===== config.mk =====
export PLATFORM = sky130hd
export DESIGN_NAME = gmii_tx_arb
export DESIGN_NICKNAME = d
export VERILOG_FILES = /design/src/rtl/gmii_tx_arb_pkg.sv /design/src/rtl/gmii_tx_arb.sv
export SDC_FILE = /design/constraint.sdc
export NUM_CORES = 1
export LEC_CHECK = 0
export CORE_ASPECT_RATIO = 0.8
export CORE_MARGIN = 10
export CORE_UTILIZATION = 44
export DETAILED_ROUTE_END_ITERATION = 8
export PLACE_DENSITY = 0.85
export SYNTH_ARGS = -nofsm -noshare
export SYNTH_HDL_FRONTEND = slang
export SYNTH_SLANG_ARGS = --single-unit
export TNS_END_PERCENT = 1

===== constraint.sdc =====
create_clock -name gmii_tx_clk -period 2.35 [get_ports gmii_tx_clk]
set_clock_uncertainty 0.15 [all_clocks]
set_input_delay 0.235 -clock gmii_tx_clk [delete_from_list [all_inputs] [get_ports gmii_tx_clk]]
set_output_delay 0.235 -clock gmii_tx_clk [all_outputs]
set_load 0.05 [all_outputs]

===== src/rtl/gmii_tx_arb_pkg.sv =====
// rtl/gmii_tx_arb_pkg.sv - shared Ethernet constants: arbiter state encodings and timing defaults
package gmii_tx_arb_pkg;

  localparam int IFG_CYCLES_DEF    = 12;
  localparam int GRANT_TIMEOUT_DEF = 16;

  localparam logic [1:0] ST_IDLE  = 2'd0;
  localparam logic [1:0] ST_GRANT = 2'd1;
  localparam logic [1:0] ST_XMIT  = 2'd2;
  localparam logic [1:0] ST_GAP   = 2'd3;

  function automatic int max_int(input int a, input int b);
    return (a > b) ? a : b;
  endfunction

endpackage


===== src/rtl/gmii_tx_arb.sv =====
// rtl/gmii_tx_arb.sv - two-source round-robin GMII transmit arbiter with inter-frame gap and grant timeout
module gmii_tx_arb
  import gmii_tx_arb_pkg::*;
#(
  parameter int IFG_CYCLES    = IFG_CYCLES_DEF,
  parameter int GRANT_TIMEOUT = GRANT_TIMEOUT_DEF
) (
  input  logic       gmii_tx_clk,
  input  logic       rst,
  input  logic       src0_req,
  input  logic       src1_req,
  output logic       src0_grant,
  output logic       src1_grant,
  input  logic       src0_tx_en,
  input  logic       src1_tx_en,
  input  logic [7:0] src0_txd,
  input  logic [7:0] src1_txd,
  output logic       gmii_tx_en,
  output logic [7:0] gmii_txd,
  output logic       timeout_err
);

  localparam int CNT_W = $clog2(max_int(IFG_CYCLES, GRANT_TIMEOUT) + 1);

  logic [1:0]       state;
  logic [CNT_W-1:0] cnt;
  logic             grant;
  logic             sel;
  logic             last;
  logic             pick;
  logic             sel_tx_en;
  logic [7:0]       sel_txd;

  assign src0_grant = grant & ~sel;
  assign src1_grant = grant & sel;

  assign sel_tx_en = sel ? src1_tx_en : src0_tx_en;
  assign sel_txd   = sel ? src1_txd   : src0_txd;

  // On a tie the source not served last wins; a lone requester always wins.
  assign pick = (src0_req & src1_req) ? ~last : src1_req;

  always_ff @(posedge gmii_tx_clk) begin
    if (rst) begin
      state       <= ST_IDLE;
      cnt         <= '0;
      grant       <= 1'b0;
      sel         <= 1'b0;
      last        <= 1'b1;
      gmii_tx_en  <= 1'b0;
      gmii_txd    <= 8'h00;
      timeout_err <= 1'b0;
    end else begin
      timeout_err <= 1'b0;
      gmii_tx_en  <= 1'b0;
      gmii_txd    <= 8'h00;
      // Only the granted source is forwarded, and only while the grant is live.
      if ((state == ST_GRANT || state == ST_XMIT) && sel_tx_en) begin
        gmii_tx_en <= 1'b1;
        gmii_txd   <= sel_txd;
      end

      case (state)
        ST_IDLE: begin
          if (src0_req | src1_req) begin
            sel   <= pick;
            last  <= pick;
            grant <= 1'b1;
            cnt   <= '0;
            state <= ST_GRANT;
          end
        end
        ST_GRANT: begin
          if (sel_tx_en) begin
            cnt   <= '0;
            state <= ST_XMIT;
          end else if (cnt == CNT_W'(GRANT_TIMEOUT - 1)) begin
            grant       <= 1'b0;
            timeout_err <= 1'b1;
            cnt         <= '0;
            state       <= ST_GAP;
          end else begin
            cnt <= cnt + CNT_W'(1);
          end
        end
        ST_XMIT: begin
          if (!sel_tx_en) begin
            grant <= 1'b0;
            cnt   <= '0;
            state <= ST_GAP;
          end
        end
        ST_GAP: begin
          if (cnt == CNT_W'(IFG_CYCLES - 1)) begin
            cnt   <= '0;
            state <= ST_IDLE;
          end else begin
            cnt <= cnt + CNT_W'(1);
          end
        end
        default: begin
          grant <= 1'b0;
          cnt   <= '0;
          state <= ST_IDLE;
        end
      endcase
    end
  end

endmodule


==> results.json, run 1 <==
{
  "synth_seq_cells": 20,
  "die_y_microns": 62.4,
  "clkLatencyLatePin_ns": 0.30,
  "synth_top_area_share_pct": 40.5,
  "synthTopCellsByArea": "dfxtp_1 (40%), ha_1 (11%), mux2i_1 (9.1%), nor2_1 (6.1%), nand3_1 (3.0%)",
  "diodes": 0,
  "dp_hpwl_microns": 2160,
  "finalSetupTns_ns": 0,
  "antenna_found_initial": 0,
  "slowest_stage": "dfxtp_1",
  "track_usage_pct": 11.2,
  "yosysTopAreaCell": "dfxtp_1",
  "drv_slew": 0,
  "synth_cells": 109,
  "path_cells": "ha_1 -> nand3_1 -> inv_1 -> ha_1 -> inv_1 -> a32o_2 -> or3_1 -> a221oi_2",
  "syn_nets": 140,
  "clk_pin_slew_ns": 0.10,
  "ctsHtreeMaxLevel": 1,
  "drtIter0Drc": 38,
  "syn-cell-area_sq_um": 990,
  "grt_pass1_vias": 863,
  "crit_type": "register to register",
  "tightest_slew_ns": 0.576,
  "drc_errors": 0,
  "fmax_mhz": 455,
  "fin_crit_sh_pct": 93.5,
  "cp-start-kind": "register",
  "p_total_mw": 1.27,
  "ant_nets": 0,
  "gp_congestion": 0.778,
  "stdcell_count": 168,
  "min_path_type": "register to register",
  "outcome": "finished, final reports clean",
  "cts_tree": "done",
  "max_stage_delay_ns": 0.39,
  "grt_overflow_total": 0,
  "ff_latch_area_sq_um": 400,
  "start_util_pct": 45.9,
  "setup_viol": 0,
  "grt_max_degree": 13,
  "avgSynthCellArea_sq_um": 9.08,
  "core.rowCount": 15,
  "crit_arrival_ns": 2.26,
  "final_nets": 176,
  "wire_per_inst_microns": 15.6,
  "io_pins": 34,
  "drv_cap": 0,
  "grt_first_pass_wirelength_microns": 4250,
  "power_density_mw_per_mm2": 923,
  "ir_drop_uv": 635,
  "endpoint_kind": "register",
  "core_area_sq_mm": 0.00216,
  "dr_total_vias": 900,
  "rsz0062_at_grt": "no",
  "areaGrowthSynthToFinish_pct": 38.6,
  "crit_required_ns": 2.42,
  "finalHoldViolCount": 0,
  "multiInputGateArea_sq_um": 548,
  "dp.cells": 165,
  "clock-sinks": 20,
  "synth_seq_area_share_pct": 40.5,
  "cts_setup_buffers": 0,
  "chipWidth_microns": 73.0,
  "dieArea_sq_mm": 0.00456,
  "port-buffer-count": 33,
  "via_per_inst": 5.36,
  "clockBufferDepth": 2,
  "period_minus_slack_ns": 2.20,
  "whs_ns": 0.335,
  "relSlewSlack_pct": 61.6,
  "wirelength_microns": 2620,
  "ys_types": 28,
  "fillers": 162,
  "synth_warnings": 0,
  "crit_fanout": 10,
  "cts-root-buf": "clkbuf_4",
  "drive_gt1_share_pct": 6.99,
  "dr.pass1.iters": 4,
  "p_leak_nw": 0.541,
  "cts_made_buffers": 3
}
[metal layers]
| metal | GRT usage [%] | wire length, microns |
|---|---|---|
| met1 | 12.3 | 1020 |
| met5 | 0 | 0 |
| met4 | 3.08 | 36 |
| met2 | 20.7 | 1470 |
| met3 | 2.06 | 87 |
[cell type report]
| cell class | count | area share (%) |
|---|---|---|
| tap | 25 | 2.28 |
| inverter | 7 | 1.92 |
| timing repair buffer | 35 | 25.0 |
| clock buffer | 3 | 1.64 |
| sequential | 20 | 29.2 |
| multi-input combinational | 78 | 40.0 |
[cell usage after synthesis]
cell / count
a211o_1: 1
nand2_1: 8
inv_1: 7
and2_1: 1
a211oi_1: 2
a32o_1: 1
a22o_1: 1
nand4bb_1: 1
nand4b_1: 1
a221oi_2: 1
nor3_1: 1
mux2i_1: 9
a21oi_1: 5
o21ai_0: 1
mux2_2: 2
nor2_1: 16
a31oi_1: 2
nand3b_1: 3
clkbuf_1: 2
a22oi_1: 1
nand3_1: 6
ha_1: 9
dfxtp_1: 20
or3_1: 3
buf_1: 1
nor2b_1: 2
a311oi_1: 1
buf_2: 1
[what timing repair did]
item | CTS | global route
hold buffers | 0 | 0
endpoints found under the setup margin | 0 | 1
gates resized for setup | 0 | 1
[layout by cell type, fill, tap and decap left out]
| cell | netlist | layout |
|---|---|---|
| a221oi_2 | 1 | 1 |
| a31oi_1 | 2 | 2 |
| a32o_2 | 0 | 1 |
| nor2_1 | 16 | 16 |
| dfxtp_1 | 20 | 20 |
| clkbuf_4 | 0 | 3 |
| nand4bb_1 | 1 | 1 |
| a22oi_1 | 1 | 1 |
| nand2_1 | 8 | 8 |
| mux2i_1 | 9 | 9 |
| a211oi_1 | 2 | 2 |
| a211o_1 | 1 | 1 |
| a311oi_1 | 1 | 1 |
| nand3_1 | 6 | 6 |
| inv_1 | 7 | 7 |
| clkdlybuf4s50_1 | 0 | 32 |
| a22o_1 | 1 | 1 |
| or3_1 | 3 | 3 |
| ha_1 | 9 | 9 |
| buf_4 | 0 | 3 |
| o21ai_0 | 1 | 1 |
| mux2_2 | 2 | 2 |
| a21oi_1 | 5 | 5 |
| and2_1 | 1 | 1 |
| nand4b_1 | 1 | 1 |
| nor3_1 | 1 | 1 |
| nor2b_1 | 2 | 2 |
| nand3b_1 | 3 | 3 |
[critical path: cells and delay by family (launching register included)]
family	cells	cell delay (ns)
simple gates	2	0.50
flops	1	0.39
compound gates	2	0.56
fa+ha+maj	2	0.39
buf+inv	2	0.14
[cells by family after synthesis]
family                     Yosys count  synth area share [%]
buffers and inverters               11                  4.30
DFF                                 20                  40.5
muxes                               11                  11.4
and+or+nand+nor                     42                  20.7
adders and majority gates            9                  11.4
AOI/OAI and AO/OA                   16                  11.8
[registers in the layout (all words and copies together) (netlist names)]
| register | flops |
|---|---|
| sel | 1 |
| timeout_err | 1 |
| grant | 1 |
| cnt | 5 |
| last | 1 |
| gmii_txd | 8 |
| state | 2 |
| gmii_tx_en | 1 |
[power by group]
group          leakage, nW  internal, mW  switching (mW)
registers            0.163         0.406          0.0523
logic                0.364         0.262           0.385
clock network       0.0138        0.0598           0.101
[path summary, 6_finish.rpt]
path                                     startpoint               endpoint  slack, ns  cells past startpoint
worst min register to register  cnt[1]$_SDFFE_PP0P_    cnt[1]$_SDFFE_PP0P_       0.33                      2
worst max-delay path            cnt[0]$_SDFFE_PP0P_  state[0]$_SDFFE_PP0P_       0.15                      8
worst max register to register  cnt[0]$_SDFFE_PP0P_  state[0]$_SDFFE_PP0P_       0.15                      8
worst min-delay path            cnt[1]$_SDFFE_PP0P_    cnt[1]$_SDFFE_PP0P_       0.33                      2
[through the flow]
stage | cell area [sq um] | utilization (%) | setup slack [ns]
floorplan | 990 | - | 0.317
global placement | 1350 | 62.4 | 0.222
detailed placement | 1350 | 62.4 | 0.129
CTS | 1370 | 63.5 | 0.102
global route | 1370 | 63.5 | 0.0144
finish | 1370 | 63.5 | 0.153
(Power assumes the default switching activity.)
==> run 2, diff against run 1 <==
==> constraint.sdc (replaced) <==
create_clock -name gmii_tx_clk -period 2.35 [get_ports gmii_tx_clk]
set_clock_uncertainty 0.15 [all_clocks]
set_input_delay 0.235 -clock gmii_tx_clk [delete_from_list [all_inputs] [get_ports gmii_tx_clk]]
set_output_delay 0.235 -clock gmii_tx_clk [all_outputs]
set_load 0.01 [all_outputs]
==> results.json, run 2 (synthesis results as in run 1) <==
{
  "ir_drop_uv": 716,
  "final_util_pct": 63.6,
  "dr.pass1.iters": 2,
  "grt_pass1_vias": 875,
  "clkLatencyLatePin_ns": 0.30,
  "areaGrowthSynthToFinish_pct": 38.7,
  "finalHoldViolCount": 0,
  "wirelength_microns": 2570,
  "drc_errors": 0,
  "core_area_sq_mm": 0.00216,
  "diodes": 0,
  "gp_congestion": 0.816,
  "p_leak_nw": 0.534,
  "cts_made_buffers": 3,
  "crit_start": "cnt[0]$_SDFFE_PP0P_",
  "crit_fanout": 10,
  "max_stage_delay_ns": 0.41,
  "fmax_mhz": 448,
  "port-buffer-count": 33,
  "dp_hpwl_microns": 2090,
  "drtIter0Drc": 33,
  "endpoint_kind": "register",
  "core.rowCount": 15,
  "rrSetupSlack_ns": 0.12,
  "reg2reg_from": "cnt[0]$_SDFFE_PP0P_",
  "grt_first_pass_wirelength_microns": 4220,
  "ant_nets": 0,
  "layout_common_cells": "clkdlybuf4s50_1 (33), dfxtp_1 (20), nor2_1 (16)",
  "drive_gt1_share_pct": 5.59,
  "io_pins": 34,
  "rr_worst_depth": 8,
  "period_minus_slack_ns": 2.23,
  "regMostFlops": "gmii_txd",
  "dr_total_vias": 878,
  "start_util_pct": 45.9,
  "path_cells": "ha_1 -> nand3_1 -> inv_1 -> ha_1 -> inv_1 -> a32o_1 -> or3_1 -> a221oi_2",
  "cts_resized": 0,
  "largest_reg_flops": 8,
  "setup_viol": 0,
  "path_buf_inv": 2,
  "cts-root-buf": "clkbuf_4",
  "clockBufferDepth": 2,
  "clock-sinks": 20,
  "grt_max_degree": 13,
  "whs_ns": 0.338,
  "outcome": "finished, final reports clean",
  "ctsHtreeMaxLevel": 1,
  "slowest_stage": "or3_1",
  "r2r_end": "state[0]$_SDFFE_PP0P_",
  "clk_pin_slew_ns": 0.11,
  "via_per_inst": 5.23,
  "reg.largest.list": "gmii_txd x8, cnt x5, state x2",
  "rsz0062_at_grt": "no",
  "tightest_slew_ns": 0.506,
  "antenna_found_initial": 0,
  "crit_required_ns": 2.42,
  "p_total_mw": 1.16,
  "drv_cap": 0,
  "power_density_mw_per_mm2": 844,
  "finalSetupTns_ns": 0,
  "cts_setup_buffers": 0,
  "min_path_type": "register to register",
  "mostFrequentLayoutCell": "clkdlybuf4s50_1",
  "crit_arrival_ns": 2.30,
  "endpoint": "state[0]$_SDFFE_PP0P_",
  "die_y_microns": 62.4,
  "dieArea_sq_mm": 0.00456,
  "crit_type": "register to register",
  "track_usage_pct": 11.5,
  "cts_tree": "done",
  "wire_per_inst_microns": 15.3,
  "chipWidth_microns": 73.0,
  "stdcell_count": 168,
  "fin_crit_sh_pct": 94.9,
  "relSlewSlack_pct": 65.3,
  "dp.cells": 165,
  "drv_slew": 0,
  "cp-start-kind": "register",
  "cts_hold_buf": 0,
  "cpLargestDelayFamily": "compound AO/OA/AOI/OAI gates",
  "cp.depth": 8,
  "grt_overflow_total": 0,
  "final_nets": 176
}
==> run 2: cell count changes in the layout (fill, tap and decap cells not counted) <==
| cell | change |
|---|---|
| buf_4 | -1 |
| clkdlybuf4s50_1 | +1 |
| a32o_1 | +1 |
| a32o_2 | -1 |
==> run 2: power by group <==
part / leakage, nW / total (mW) / internal [mW] / switching, mW
sequential: 0.163 / 0.458 / 0.406 / 0.0512
clock: 0.0138 / 0.164 / 0.0598 / 0.104
combinational: 0.357 / 0.538 / 0.261 / 0.277
==> run 2: layer usage <==
metal / up-vias / GRT usage [%] / share of wire [%] / wire length, microns
met5: - / 0 / 0 / 0
li1: 451 / - / - / -
met2: 11 / 20.3 / 55 / 1410
met4: 0 / 5.21 / 2.5 / 63
met3: 4 / 2.54 / 2.3 / 59
met1: 412 / 12.6 / 40 / 1040
==> run 2: cell type report <==
type,instances,area [sq um]
timing repair buffer,35,345
multi-input combinational,78,547
clock buffer,3,22.5
sequential,20,400
tap,25,31.3
inverter,7,26.3
fill,175,786
==> run 2: worst min path at each step <==
stage,cells after the start,end,slack (ns),start
6_report,2,cnt[1]$_SDFFE_PP0P_,0.34,cnt[1]$_SDFFE_PP0P_
3_3_place_gp,2,cnt[1]$_SDFFE_PP0P_,0.32,cnt[1]$_SDFFE_PP0P_
3_5_place_dp,2,cnt[1]$_SDFFE_PP0P_,0.32,cnt[1]$_SDFFE_PP0P_
5_1_grt,2,cnt[1]$_SDFFE_PP0P_,0.37,cnt[1]$_SDFFE_PP0P_
4_1_cts,2,cnt[1]$_SDFFE_PP0P_,0.34,cnt[1]$_SDFFE_PP0P_
2_1_floorplan,2,gmii_txd[0]$_SDFF_PP0_,0.23,src0_txd[0]
==> run 2: per-stage QoR <==
step	instance area, sq um	setup slack (ns)
2_1_floorplan	990	0.317
3_5_place_dp	1350	0.166
4_1_cts	1370	0.134
5_1_grt	1370	0.00834
3_3_place_gp	1350	0.221
6_report	1370	0.120
==> run 2: worst register-to-register path, cell delays in order (launching register included) <==
cell and delay (ns):
dfxtp_1 0.39, ha_1 0.23, nand3_1 0.12, inv_1 0.07, ha_1 0.15, inv_1 0.06
a32o_1 0.35, or3_1 0.41, a221oi_2 0.23
==> variant 1: new RTL, settings of run 1 <==
Reset style: asynchronous (`rst`), changed in one clocked block.
--- a/src/rtl/gmii_tx_arb.sv
+++ b/src/rtl/gmii_tx_arb.sv
@@ -42,3 +42,3 @@
 
-  always_ff @(posedge gmii_tx_clk) begin
+  always_ff @(posedge gmii_tx_clk or posedge rst) begin
     if (rst) begin
Formal check against the unedited RTL: differs if rst is asserted again (counterexample within 4 cycles, from zero or initial values and one cycle with rst high); with rst held inactive, the same outputs for 10 cycles.
==> variant 1 against run 1 <==
Cell count is 5.4% lower; synthesized area is 7.8% higher; routed wire length is 3.5% lower; setup slack worse by 0.0095 ns; critical path type is now flip-flop to primary output; sequential cell count stayed put; highest routed layer unchanged; global-route usage is 0.13 points lower; via count is 7.4% lower; combinational power is 67% higher; final area is 6.2% higher; power is 44% higher.
==> variant 1: results (changes against run 1) <==
Sequential-to-total area share from yosys stat = 47.0% (was 40.5%)
CP top delay family = buffers and inverters (was compound AO/OA/AOI/OAI gates)
Worst EP arrival = 1.82 ns (was 2.26 ns)
Synth Area in Compound Gates = 13.7% (was 11.8%)
Peak VDD IR = 0.551 mV (was 0.635 mV)
Post-layout net count = 165 (was 176)
Hold Path Class = input pin to asynchronous set/reset pin (was flip-flop to flip-flop)
Avg Cell Area, Syn = 11.0 sq um (was 9.08 sq um)
First-pass GRT wire length = 4120 um (was 4250 um)
Vias per cell = 5.24 (was 5.36)
Internal = 0.964 mW (was 0.729 mW)
Measured slew at the worst slew-check pin = 0.765 ns (was 0.576 ns)
Worst Path Max Fanout = 9 (was 10)
Largest net degree at the start of global routing = 21 (was 13)
P_seq = 0.567 mW (was 0.459 mW)
Distinct cells, synth = 30 (was 28)
Clock transition at the registers of the reported paths = 0.12 ns (was 0.10 ns)
R2R Path Start = sel (was cnt[0])
Routability congestion estimate = 0.781 (was 0.778)
Met2 wire len = 1300 um (was 1470 um)
R2R setup slack = 0.45 ns (was 0.15 ns)
Final hold slack = 0.199 ns (was 0.335 ns)
FF-to-FF End = cnt[3] (was state[0])
Area contributors post-synth = dfrtp_1 (45%), ha_1 (9.4%), mux2i_1 (9.4%), nor2_1 (4.2%), nand2_1 (3.2%) (was dfxtp_1 (40%), ha_1 (11%), mux2i_1 (9.1%), nor2_1 (6.1%), nand3_1 (3.0%))
Fraction of layout cells with a size suffix above 1 = 8.96% (was 6.99%)
Pre-CTS setup slack = 0.427 ns (was 0.129 ns)
Post-synthesis adder-cell area fraction = 9.38% (was 11.4%)
Number of global-route vias before repair = 804 (was 863)
First-iteration detailed-routing DRC count = 126 (was 38)
Max incr delay on CP = 0.82 ns (was 0.39 ns)
Met3 WL = 149 um (was 87 um)
Met1 usage = 13.0% (was 12.3%)
LEAKAGE = 0.717 nW (was 0.541 nW)
Syn Nets = 127 (was 140)
Power Clock = 0.175 mW (was 0.161 mW)
M3 GR Usage = 4.32% (was 2.06%)
Status = finished, final reports clean (unchanged)
CP max-delay cell = clkdlybuf4s50_1 (was dfxtp_1)
GRT Total Usage = 11.1% (was 11.2%)
Post-DP HPWL = 2030 um (was 2160 um)
Placed cell areas = 0.00143 sq mm (was 0.00135 sq mm)
variant 1: cell types whose count changed after synthesis, sizes merged, moves of 2 or more:
| cell | change |
|---|---|
| dfxtp | -20 |
| clkbuf | -2 |
| o21ai | +2 |
| nor2b | -2 |
| a21oi | -3 |
| a211oi | -2 |
| dfrtp | +19 |
| or3 | -3 |
| nor2 | -4 |
| a21o | +2 |
| nand3 | -2 |
| a31o | +2 |
variant 1: how the worst max path moves through the flow:
stage / startpoint / endpoint / slack (ns)
3_3_place_gp: src0_tx_en / cnt[4] / 0.46
2_1_floorplan: sel / src0_grant / 0.58
4_1_cts: sel / src0_grant / 0.12
5_1_grt: sel / src0_grant / 0.06
3_5_place_dp: src0_tx_en / cnt[4] / 0.43
6_report: sel / src0_grant / 0.14
variant 1: cell type report:
cell class | count | area, sq um
flip-flops and latches | 20 | 502
multi-input cells | 70 | 539
repair buffers | 34 | 335
well taps | 25 | 31.3
clock buffers | 4 | 26.3
fillers | 179 | 777
inverters | 6 | 22.5
==> variant 2: new RTL, settings of run 1 <==
Without the edit above. `GRANT_TIMEOUT_DEF`: 16 -> 32.
--- a/src/rtl/gmii_tx_arb_pkg.sv
+++ b/src/rtl/gmii_tx_arb_pkg.sv
@@ -4,3 +4,3 @@
   localparam int IFG_CYCLES_DEF    = 12;
-  localparam int GRANT_TIMEOUT_DEF = 16;
+  localparam int GRANT_TIMEOUT_DEF = 32;
 
Formal check against the unedited RTL: no difference found for any inputs over 10 cycles, from zero or initial values and one cycle with rst high; that may be too few to reach the edited logic, so the function may still have changed.
==> variant 2 against run 1 <==
Power is 1.8% lower; sequential cell count is 1 higher; sequential share of layout area down 0.21 points; core utilization increased by 1.4 points; register-to-register slack gained 0.24 ns; clock power up 12%; final area grew 5.7%; setup slack gained 0.13 ns; synthesized area grew 7.2%; routed wire length increased by 13%; count of clock-buffer cells in the layout grew 1.
==> variant 2: results (changes against run 1) <==
Hold Path Class = input pin to flip-flop (was flip-flop to flip-flop)
Post-synthesis adder-cell area fraction = 7.08% (was 11.4%)
Synth top cells by count = dfxtp_1 (21), nor2_1 (12), mux2i_1 (11) (was dfxtp_1 (20), nor2_1 (16), ha_1 (9), mux2i_1 (9), nand2_1 (8))
Distinct cells, synth = 32 (was 28)
M3 GR Usage = 3.86% (was 2.06%)
Peak VDD IR = 0.443 mV (was 0.635 mV)
Measured slew at the worst slew-check pin = 0.565 ns (was 0.576 ns)
WL/cell = 17.3 um (was 15.6 um)
Worst-Skew Late Latency = 0.32 ns (was 0.30 ns)
Worst EP arrival = 1.68 ns (was 2.26 ns)
Status = finished, final reports clean (unchanged)
Fraction of layout cells with a size suffix above 1 = 9.59% (was 6.99%)
Placed cell areas = 0.00142 sq mm (was 0.00135 sq mm)
Synth Area in Compound Gates = 15.4% (was 11.8%)
Routability congestion estimate = 0.900 (was 0.778)
CP max-delay cell = clkdlybuf4s50_1 (was dfxtp_1)
Biggest regs = gmii_txd: 8 flops, cnt: 6 flops, state: 2 flops (was gmii_txd: 8 flops, cnt: 5 flops, state: 2 flops)
Number of global-route vias before repair = 948 (was 863)
Mux contribution to synthesized area = 12.9% (was 11.4%)
Post-layout net count = 175 (was 176)
TritonRoute pass-1 iters = 5 (was 4)
First-pass GRT wire length = 4820 um (was 4250 um)
Port buffer count = 33 (unchanged)
Worst Path Max Fanout = 6 (was 10)
XOR/XNOR share of the synthesized area = 2.48% (was 0%)
GRT Total Usage = 13.3% (was 11.2%)
Largest net degree at the start of global routing = 12 (was 13)
Met1 usage = 14.2% (was 12.3%)
Internal = 0.737 mW (was 0.729 mW)
Syn Nets = 138 (was 140)
Via total after detailed routing = 932 (was 900)
Max incr delay on CP = 0.82 ns (was 0.39 ns)
Post-DP HPWL = 2380 um (was 2160 um)
[variant 2: cell count changes in the layout (fill, tap and decap cells not counted), sizes merged, moves of 3 or more]
cell	run 1	this run
nor2	16	12
or3	3	0
nor3	1	6
ha	9	6
xnor2	0	3
o211ai	0	5
nand3b	3	0
[variant 2: kinds of logic (layout without fill, tap and decap cells)]
logic type	count (synthesis)	count (layout)
flops	21	21
fa+ha+maj	6	6
buf+inv	9	45
xor+xnor	3	3
mux	13	13
simple gates	40	40
compound gates	18	18
[variant 2: worst paths after layout]
path	cells after the start	start	to
worst min-delay path	3	src0_txd[2]	gmii_txd[2]
worst max-delay path	2	sel	src0_grant
worst min register to register	2	state[1]	state[1]
worst max register to register	6	state[0]	grant
[variant 2: per-layer routing]
layer,part of all wire [%],vias up
li1,-,459
met1,41,445
met5,0,-
met2,53,23
met4,1.8,0
met3,4.2,5
[variant 2: power groups by stage]
stage	Combinational (mW)	Clock (mW)	Sequential [mW]
after floorplan	0.365	0	0.526
after global placement	0.579	0	0.461
after detailed placement	0.605	0	0.467
after CTS	0.609	0.186	0.459
after global routing	0.660	0.200	0.466
final	0.605	0.181	0.458
[variant 2: worst reg2reg max path, stage by stage (launching register included)]
cell	delay [ns]
dfxtp_1	0.35
inv_1	0.13
ha_1	0.21
nor3b_2	0.50
a21o_1	0.20
nor3b_2	0.06
mux2_2	0.27
[variant 2: per-stage QoR]
stage / power, mW / util (%) / std cells / worst slack, ns / hold WS (ns)
after floorplan: 0.892 / - / 110 / 0.585 / 0.229
after global placement: 1.04 / 63.8 / 167 / 0.383 / 0.329
after detailed placement: 1.07 / 63.8 / 167 / 0.320 / 0.361
after CTS: 1.25 / 64.9 / 171 / 0.261 / 0.365
after global routing: 1.33 / 64.9 / 171 / 0.194 / 0.376
final: 1.24 / 64.9 / 171 / 0.281 / 0.371
[variant 2: cell type report]
| cell class | count | area (sq um) |
|---|---|---|
| Fill cell | 194 | 783 |
| Multi-Input combinational cell | 80 | 607 |
| Sequential cell | 21 | 420 |
| Timing Repair Buffer | 35 | 343 |
| Tap cell | 25 | 31.3 |
| Clock buffer | 4 | 26.3 |
| Inverter | 6 | 22.5 |
